**config.mk**
```make
export PLATFORM = sky130hd
export DESIGN_NAME = mips_mc_control_fsm
export DESIGN_NICKNAME = d
export VERILOG_FILES = /design/src/rtl/mips_mc_control_fsm.sv
export SDC_FILE = /design/constraint.sdc
export NUM_CORES = 1
export LEC_CHECK = 0
export CAP_MARGIN = 20
export CELL_PAD_IN_SITES_DETAIL_PLACEMENT = 1
export CELL_PAD_IN_SITES_GLOBAL_PLACEMENT = 1
export CORE_MARGIN = 5
export CORE_UTILIZATION = 45
export CTS_BUF_LIST = sky130_fd_sc_hd__clkbuf_4 sky130_fd_sc_hd__clkbuf_8
export CTS_CLUSTER_DIAMETER = 100
export CTS_CLUSTER_SIZE = 30
export DETAILED_ROUTE_END_ITERATION = 16
export DONT_BUFFER_PORTS = 1
export PLACE_DENSITY_LB_ADDON = 0.1
export SYNTH_ARGS = -nofsm -noshare
export SYNTH_HDL_FRONTEND = slang
export SYNTH_SLANG_ARGS = --single-unit
```
**constraint.sdc**
```tcl
create_clock -name clk -period 2.7 [get_ports clk]
set_input_delay 0.27 -clock clk [delete_from_list [all_inputs] [get_ports clk]]
set_output_delay 0.27 -clock clk [all_outputs]
set_load 0.1 [all_outputs]
```
**src/rtl/mips_mc_control_fsm.sv**
```systemverilog
// Multi-cycle MIPS main control: Moore FSM stepped by en, driving datapath selects and strobes.
// Define MIPS_JAL_EN to add the jal instruction (opcode 000011) via the JAL state.
module mips_mc_control_fsm #(
    parameter int OPC_W = 6,
    parameter int ST_W  = 4
) (
    input  logic             clk,
    input  logic             reset,
    input  logic             en,
    input  logic [OPC_W-1:0] opcode,
    input  logic             zero,
    output logic             pc_en,
    output logic             ior_d,
    output logic             mem_write,
    output logic             ir_write,
    output logic [1:0]       reg_dst,
    output logic [1:0]       mem_to_reg,
    output logic             reg_write,
    output logic             alu_src_a,
    output logic [1:0]       alu_src_b,
    output logic [1:0]       alu_op,
    output logic [1:0]       pc_src,
    output logic             illegal,
    output logic [ST_W-1:0]  state
);

    localparam logic [ST_W-1:0] FETCH  = ST_W'(0);
    localparam logic [ST_W-1:0] DECODE = ST_W'(1);
    localparam logic [ST_W-1:0] MEMADR = ST_W'(2);
    localparam logic [ST_W-1:0] MEMRD  = ST_W'(3);
    localparam logic [ST_W-1:0] MEMWB  = ST_W'(4);
    localparam logic [ST_W-1:0] MEMWR  = ST_W'(5);
    localparam logic [ST_W-1:0] EXEC   = ST_W'(6);
    localparam logic [ST_W-1:0] ALUWB  = ST_W'(7);
    localparam logic [ST_W-1:0] BRANCH = ST_W'(8);
    localparam logic [ST_W-1:0] ADDIEX = ST_W'(9);
    localparam logic [ST_W-1:0] ADDIWB = ST_W'(10);
    localparam logic [ST_W-1:0] JUMP   = ST_W'(11);
    localparam logic [ST_W-1:0] JAL    = ST_W'(12);

    localparam logic [OPC_W-1:0] OP_RTYPE = OPC_W'(6'b000000);
    localparam logic [OPC_W-1:0] OP_LW    = OPC_W'(6'b100011);
    localparam logic [OPC_W-1:0] OP_SW    = OPC_W'(6'b101011);
    localparam logic [OPC_W-1:0] OP_BEQ   = OPC_W'(6'b000100);
    localparam logic [OPC_W-1:0] OP_ADDI  = OPC_W'(6'b001000);
    localparam logic [OPC_W-1:0] OP_J     = OPC_W'(6'b000010);
    localparam logic [OPC_W-1:0] OP_JAL   = OPC_W'(6'b000011);

    logic [ST_W-1:0] next_state;
    logic            bad_op;
    logic            ir_write_raw;
    logic            mem_write_raw;
    logic            reg_write_raw;
    logic            pc_write;
    logic            branch;
    logic            go;

    always_ff @(posedge clk) begin
        if (reset) begin
            state   <= FETCH;
            illegal <= 1'b0;
        end else if (en) begin
            state <= next_state;
            if (bad_op)
                illegal <= 1'b1;
        end
    end

    always_comb begin
        next_state = FETCH;
        bad_op     = 1'b0;
        case (state)
            FETCH:  next_state = DECODE;
            DECODE: begin
                case (opcode)
                    OP_LW, OP_SW: next_state = MEMADR;
                    OP_RTYPE:     next_state = EXEC;
                    OP_BEQ:       next_state = BRANCH;
                    OP_ADDI:      next_state = ADDIEX;
                    OP_J:         next_state = JUMP;
`ifdef MIPS_JAL_EN
                    OP_JAL:       next_state = JAL;
`endif
                    default: begin
                        next_state = FETCH;
                        bad_op     = 1'b1;
                    end
                endcase
            end
            MEMADR: next_state = (opcode == OP_LW) ? MEMRD : MEMWR;
            MEMRD:  next_state = MEMWB;
            EXEC:   next_state = ALUWB;
            ADDIEX: next_state = ADDIWB;
            default: next_state = FETCH;
        endcase
    end

    always_comb begin
        ior_d         = 1'b0;
        reg_dst       = 2'd0;
        mem_to_reg    = 2'd0;
        alu_src_a     = 1'b0;
        alu_src_b     = 2'd0;
        alu_op        = 2'b00;
        pc_src        = 2'd0;
        ir_write_raw  = 1'b0;
        mem_write_raw = 1'b0;
        reg_write_raw = 1'b0;
        pc_write      = 1'b0;
        branch        = 1'b0;
        case (state)
            FETCH: begin
                alu_src_b    = 2'd1;
                ir_write_raw = 1'b1;
                pc_write     = 1'b1;
            end
            DECODE: alu_src_b = 2'd3;
            MEMADR, ADDIEX: begin
                alu_src_a = 1'b1;
                alu_src_b = 2'd2;
            end
            MEMRD: ior_d = 1'b1;
            MEMWB: begin
                mem_to_reg    = 2'd1;
                reg_write_raw = 1'b1;
            end
            MEMWR: begin
                ior_d         = 1'b1;
                mem_write_raw = 1'b1;
            end
            EXEC: begin
                alu_src_a = 1'b1;
                alu_op    = 2'b10;
            end
            ALUWB: begin
                reg_dst       = 2'd1;
                reg_write_raw = 1'b1;
            end
            ADDIWB: reg_write_raw = 1'b1;
            BRANCH: begin
                alu_src_a = 1'b1;
                alu_op    = 2'b01;
                pc_src    = 2'd1;
                branch    = 1'b1;
            end
            JUMP: begin
                pc_src   = 2'd2;
                pc_write = 1'b1;
            end
`ifdef MIPS_JAL_EN
            JAL: begin
                reg_dst       = 2'd2;
                mem_to_reg    = 2'd2;
                reg_write_raw = 1'b1;
                pc_src        = 2'd2;
                pc_write      = 1'b1;
            end
`endif
            default: ;
        endcase
    end

    // Strobes are also masked while reset is held so an aborted instruction commits nothing.
    assign go        = en & ~reset;
    assign ir_write  = go & ir_write_raw;
    assign mem_write = go & mem_write_raw;
    assign reg_write = go & reg_write_raw;
    assign pc_en     = go & (pc_write | (branch & zero));

endmodule
```
## After elaboration in Yosys (flattened, before gate mapping)

Cells that the tools add are included.

| word-level totals | value |
|---|---|
| bits in registers | 5 |
| output and inout port bits | 21 |

| operators by class | value |
|---|---|
| eq/ne operators | 16 |
| multiplexer cells | 17 |
| bitwise gates (word level) | 8 |
| reduce and logical (&&, ||, !) cells | 10 |

Operators by type and width:

| kind | number |
|---|---|
| one-hot mux 4 bit (6 select lines) | 1 |
| one-hot mux 4 bit (5 select lines) | 1 |
| == test 4 x 3 -> 1 bit, second input constant | 4 |
| == test 4 bit, second input constant | 4 |
| == test 6 bit, second input constant | 2 |
| 2-to-1 mux 1 bit | 11 |
| == test 4 x 2 -> 1 bit, second input constant | 2 |
| one-hot mux 2 bit (2 select lines) | 2 |
| OR reduction 2 bit | 4 |
| AND 1 bit | 6 |
| == test 6 x 2 -> 1 bit, second input constant | 1 |
| == test 6 x 3 -> 1 bit, second input constant | 1 |
| == test 6 x 4 -> 1 bit, second input constant | 1 |
| logical NOT 6 bit | 1 |
| one-hot mux 2 bit (3 select lines) | 1 |
| OR reduction 6 bit | 1 |
| == test 4 x 1 -> 1 bit, second input constant | 1 |
| logical NOT 4 bit | 1 |
| OR reduction 4 bit | 1 |
| 2-to-1 mux 3 bit | 1 |
| OR reduction 3 bit | 1 |
| AND reduction 2 bit | 1 |
| inverter 1 bit | 1 |
| OR 1 bit | 1 |

## Depth between registers and ports, before layout

| logic depth | value |
|---|---|
| word-level depth | 5 |
| gate-level depth with buffers | 5 |
| depth with buffers taken out | 4 |

## Worst setup path after synthesis

OpenSTA, ideal clock, no wires.

| timing path | value |
|---|---|
| path kind | reg-to-output |
| from | reg state[2] |
| to | out reg_write |
| data arrival time | 4.291 ns |
| required time | 2.430 ns |
| slack | -1.861 ns |
| stages on the path, launching flop included | 6 |
| path buffers | 1 |
| cell sequence | dfxtp_1 -> buf_4 -> or3b_1 -> nor2_1 -> a21oi_1 -> nor2_1 |

| between the ends | value |
|---|---|
| longest elaborated chain between the ends | 4 |
| elaborated cells between the ends (all ways) | 6 |
| those cells by class | eq/ne: 3; mux: 1; bitwise: 1; reduce/logical: 1 |

RTL lines:

| item | RTL line | source |
|---|---|---|
| start: declaration | 24 | `output logic [ST_W-1:0] state` |
| start signal: assignment | 63 | `state <= next_state;` |
| == test 4 bit or == test 4 x 3 -> 1 bit (tied branches) | 111 | `case (state)` |
| OR reduction 3 bit (no source line) (*) | -- |  |
| 2-to-1 mux 1 bit (*) | 111 |  |
| AND 1 bit (*) | 167 | `assign reg_write = go & reg_write_raw;` |
| end: declaration | 18 | `output logic reg_write,` |

Mark *: on every way between the ends. The rest lies on a longest branch, timed or not.

## Worst setup path after layout

| timing path | value |
|---|---|
| from | reg state[3] |
| to | out reg_write |

Same word-level chain as after synthesis.

==> results.yml <==
critical_path:
  critPathRequiredTime_ns: 2.43
  path_class: "flop to primary output"
  crit_chain: "nor2b_1, a21o_1, a21oi_1, nor2_4, buf_12"
  cp_max_fo: 16
  cpPeakStageDelay_ns: 0.68
  crit_arrival_ns: 1.86
  ff2ff_setup_slack_ns: 1.02
  rr_worst_depth: 4
  end_kind: "primary output"
  crit_family: "flip-flops"
  path_buf_inv: 1
  reg2reg_to: "state[1]$_SDFFE_PP0P_"
  start_kind: "flop"
  crit_slowest_cell: "dfxtp_1"
  r2r-start: "state[2]$_SDFFE_PP0P_"
  crit_path_start: "state[3]$_SDFFE_PP0P_"
power_and_ir_drop:
  power.density_mw_per_mm2: 354
  p_leak_uw: 0.000324
  p_total_uw: 294
  ir_worst_vdd_v: 0.000151
synth:
  synth-seq-cells: 5
  synth_cell_types: 36
  synth.avg_cell_area_um2: 6.58
  ys_warn_count: 0
  netlist_instances: 90
  yosysSeqAreaShare_pct: 16.9
  synth_area_um2: 592
min_path:
  min_path_type: "input pin to flop"
  whs_path_depth: 1
  hold_path_end: "state[1]$_SDFFE_PP0P_"
  hold_path.startpoint: "reset"
sta:
  tns_ns: 0
  report.final.slew_viol_count: 0
  fin_worst_skew_ns: 0.00230
  fmax_mhz: 469
  final-hold-violation-count: 0
  setup_violations: 0
  tightest_slew_ns: 0.980
  rsz0062_at_grt: "no"
  layout_min_cycle_time_ns: 2.13
  slew_headroom_pct: 34.6
  final.period_utilization_pct: 79.0
route:
  post_drt_wl_per_cell_um: 19.3
  vias: 777
  finalWirelength_um: 2250
  first_pass_iters: 4
  drc: 0
  drtIter0Drc: 17
  drtAntennaViolNets: 0
  via_per_inst: 6.64
cts:
  htreeDepth: 1
  numCtsBuffers: 3
  cts_buffer_depth: 2
  postCtsSetupRepairBufs: 0
  cts_root_buf: "clkbuf_4"
  clock_latency_ns: 0.25
  cts.clk_slew.worst_paths_ns: 0.05
  cts.repair.resized: 0
  cts_hold_buf: 0
  cts_tree: "yes"
  clock-sinks: 5
global_route:
  antenna_found_initial: 0
  grt_pass1_vias: 766
  overflow: 0
  grt_pass1_wl_um: 3730
  grt.total_usage_pct: 24.7
  grt_max_degree: 20
floorplanning:
  core_mm2: 0.00127
  die_w_um: 46.3
  pin_count: 31
  die_area_mm2: 0.00214
  start_util_pct: 46.6
  fp.dieH_um: 46.3
  row_count: 13
placement:
  place_area_um2: 800
  portBuffers: 0
  globalplace.congestion: 0.783
  hpwl_um: 1670
cells_and_area:
  fin_util_pct: 65.4
  nFillCells: 162
  drive_gt1_share_pct: 34.3
  layout.nets: 113
  postLayoutCellArea_um2: 830
  diodes: 0
  area_growth_pct: 40.2
run_status:
  status: "finished, final reports clean"
flow_run:
  max-cap-violations: 0
cell families (layout without fill, tap and decap cells):
| logic type | after synthesis | count (layout) | synth area share (%) |
|---|---|---|---|
| AND/OR/NAND/NOR | 40 | 40 | 35.7 |
| AO/OA/AOI/OAI | 26 | 26 | 29.0 |
| buffers and inverters | 14 | 25 | 11.8 |
| other | 1 | 2 | 0.634 |
| flip-flops | 5 | 5 | 16.9 |
| XOR/XNOR | 4 | 4 | 5.92 |
layout by cell type, fill, tap and decap left out, types with 2 or more instances in the layout:
| master | synthesis | final |
|---|---|---|
| conb_1 | 1 | 2 |
| nand2b_1 | 4 | 4 |
| a21o_1 | 2 | 2 |
| nor3_1 | 7 | 3 |
| nor2_2 | 0 | 3 |
| clkbuf_4 | 0 | 4 |
| nor2_4 | 0 | 2 |
| nor2_1 | 9 | 4 |
| a311oi_1 | 2 | 2 |
| dfxtp_1 | 5 | 2 |
| buf_12 | 0 | 3 |
| a31oi_1 | 2 | 2 |
| nor3_4 | 0 | 4 |
| o31ai_1 | 2 | 2 |
| a21oi_1 | 6 | 5 |
| inv_1 | 4 | 4 |
| o2111ai_1 | 2 | 2 |
| nand2_1 | 7 | 7 |
| nand4_1 | 2 | 2 |
| and2_1 | 2 | 2 |
| dfxtp_2 | 0 | 3 |
| o21ai_0 | 5 | 5 |
| buf_4 | 4 | 14 |
| xor2_1 | 3 | 3 |
worst max path at each step:
stage,cells past startpoint,endpoint,slack [ns]
after CTS,5,reg_write,0.60
after floorplan,5,reg_write,-0.37
after global routing,5,reg_write,0.45
final,5,reg_write,0.57
after detailed placement,5,reg_write,0.85
after global placement,5,reg_write,0.93
cell usage after synthesis, drive strengths merged:
master	count	share of area (%)
a311oi	2	3.0
inv	4	2.5
clkbuf	3	1.9
nand4b	1	1.5
nand3	1	0.84
nand2	7	4.4
o21a	1	1.3
a21o	2	2.5
o211ai	1	1.3
dfxtp	5	17
nor3	7	5.9
a211oi	1	1.3
a22oi	1	1.3
nor3b	1	1.3
and3	1	1.3
nor4	1	1.1
conb	1	0.63
a31oi	2	2.1
or3b	1	1.5
a21oi	6	5.1
nand2b	4	4.2
buf	7	7.4
nand4	2	2.1
or4	1	1.3
xor2	3	4.4
xnor2	1	1.5
nor2b	1	1.1
nor2	9	5.7
and2	2	2.1
o31ai	2	2.5
a221oi	1	1.5
and3b	1	1.5
o2111ai	2	3.0
o21ai	5	4.2
routing by layer:
| metal | vias up | track usage [%] | part of all wire, % |
|---|---|---|---|
| met1 | 375 | 26.9 | 36 |
| met5 | - | 0 | 0 |
| li1 | 345 | - | - |
| met2 | 47 | 42.6 | 51 |
| met4 | 0 | 13.1 | 3.9 |
| met3 | 10 | 7.03 | 8.9 |
through the flow:
| stage | setup WS (ns) | cells | hold WS (ns) |
|---|---|---|---|
| global route | 0.448 | 117 | 0.0856 |
| CTS | 0.595 | 117 | 0.0840 |
| detailed placement | 0.853 | 113 | 0.343 |
| finish | 0.567 | 117 | 0.0854 |
| floorplan | -0.371 | 91 | 0.332 |
| global placement | 0.925 | 113 | 0.334 |
registers in the layout, summed over array words and instances, names as in the netlist:
name     cells
state        4
illegal      1
power breakdown:
group          total [µW]  internal, µW  switching, µW
clock                 102          66.2           35.7
combinational        98.7          23.7           75.0
sequential           93.0          76.7           16.3
total                 294           167            127
cell type report:
type                    instances  area (µm²)  area share (%)
multi-input cells              72         497            59.9
repair buffers                 17         165            19.9
flip-flops and latches          5         104            12.5
clock buffers                   4        30.0            3.62
well taps                      15        18.8            2.26
inverters                       4        15.0            1.81
(Power assumes the default switching activity.)
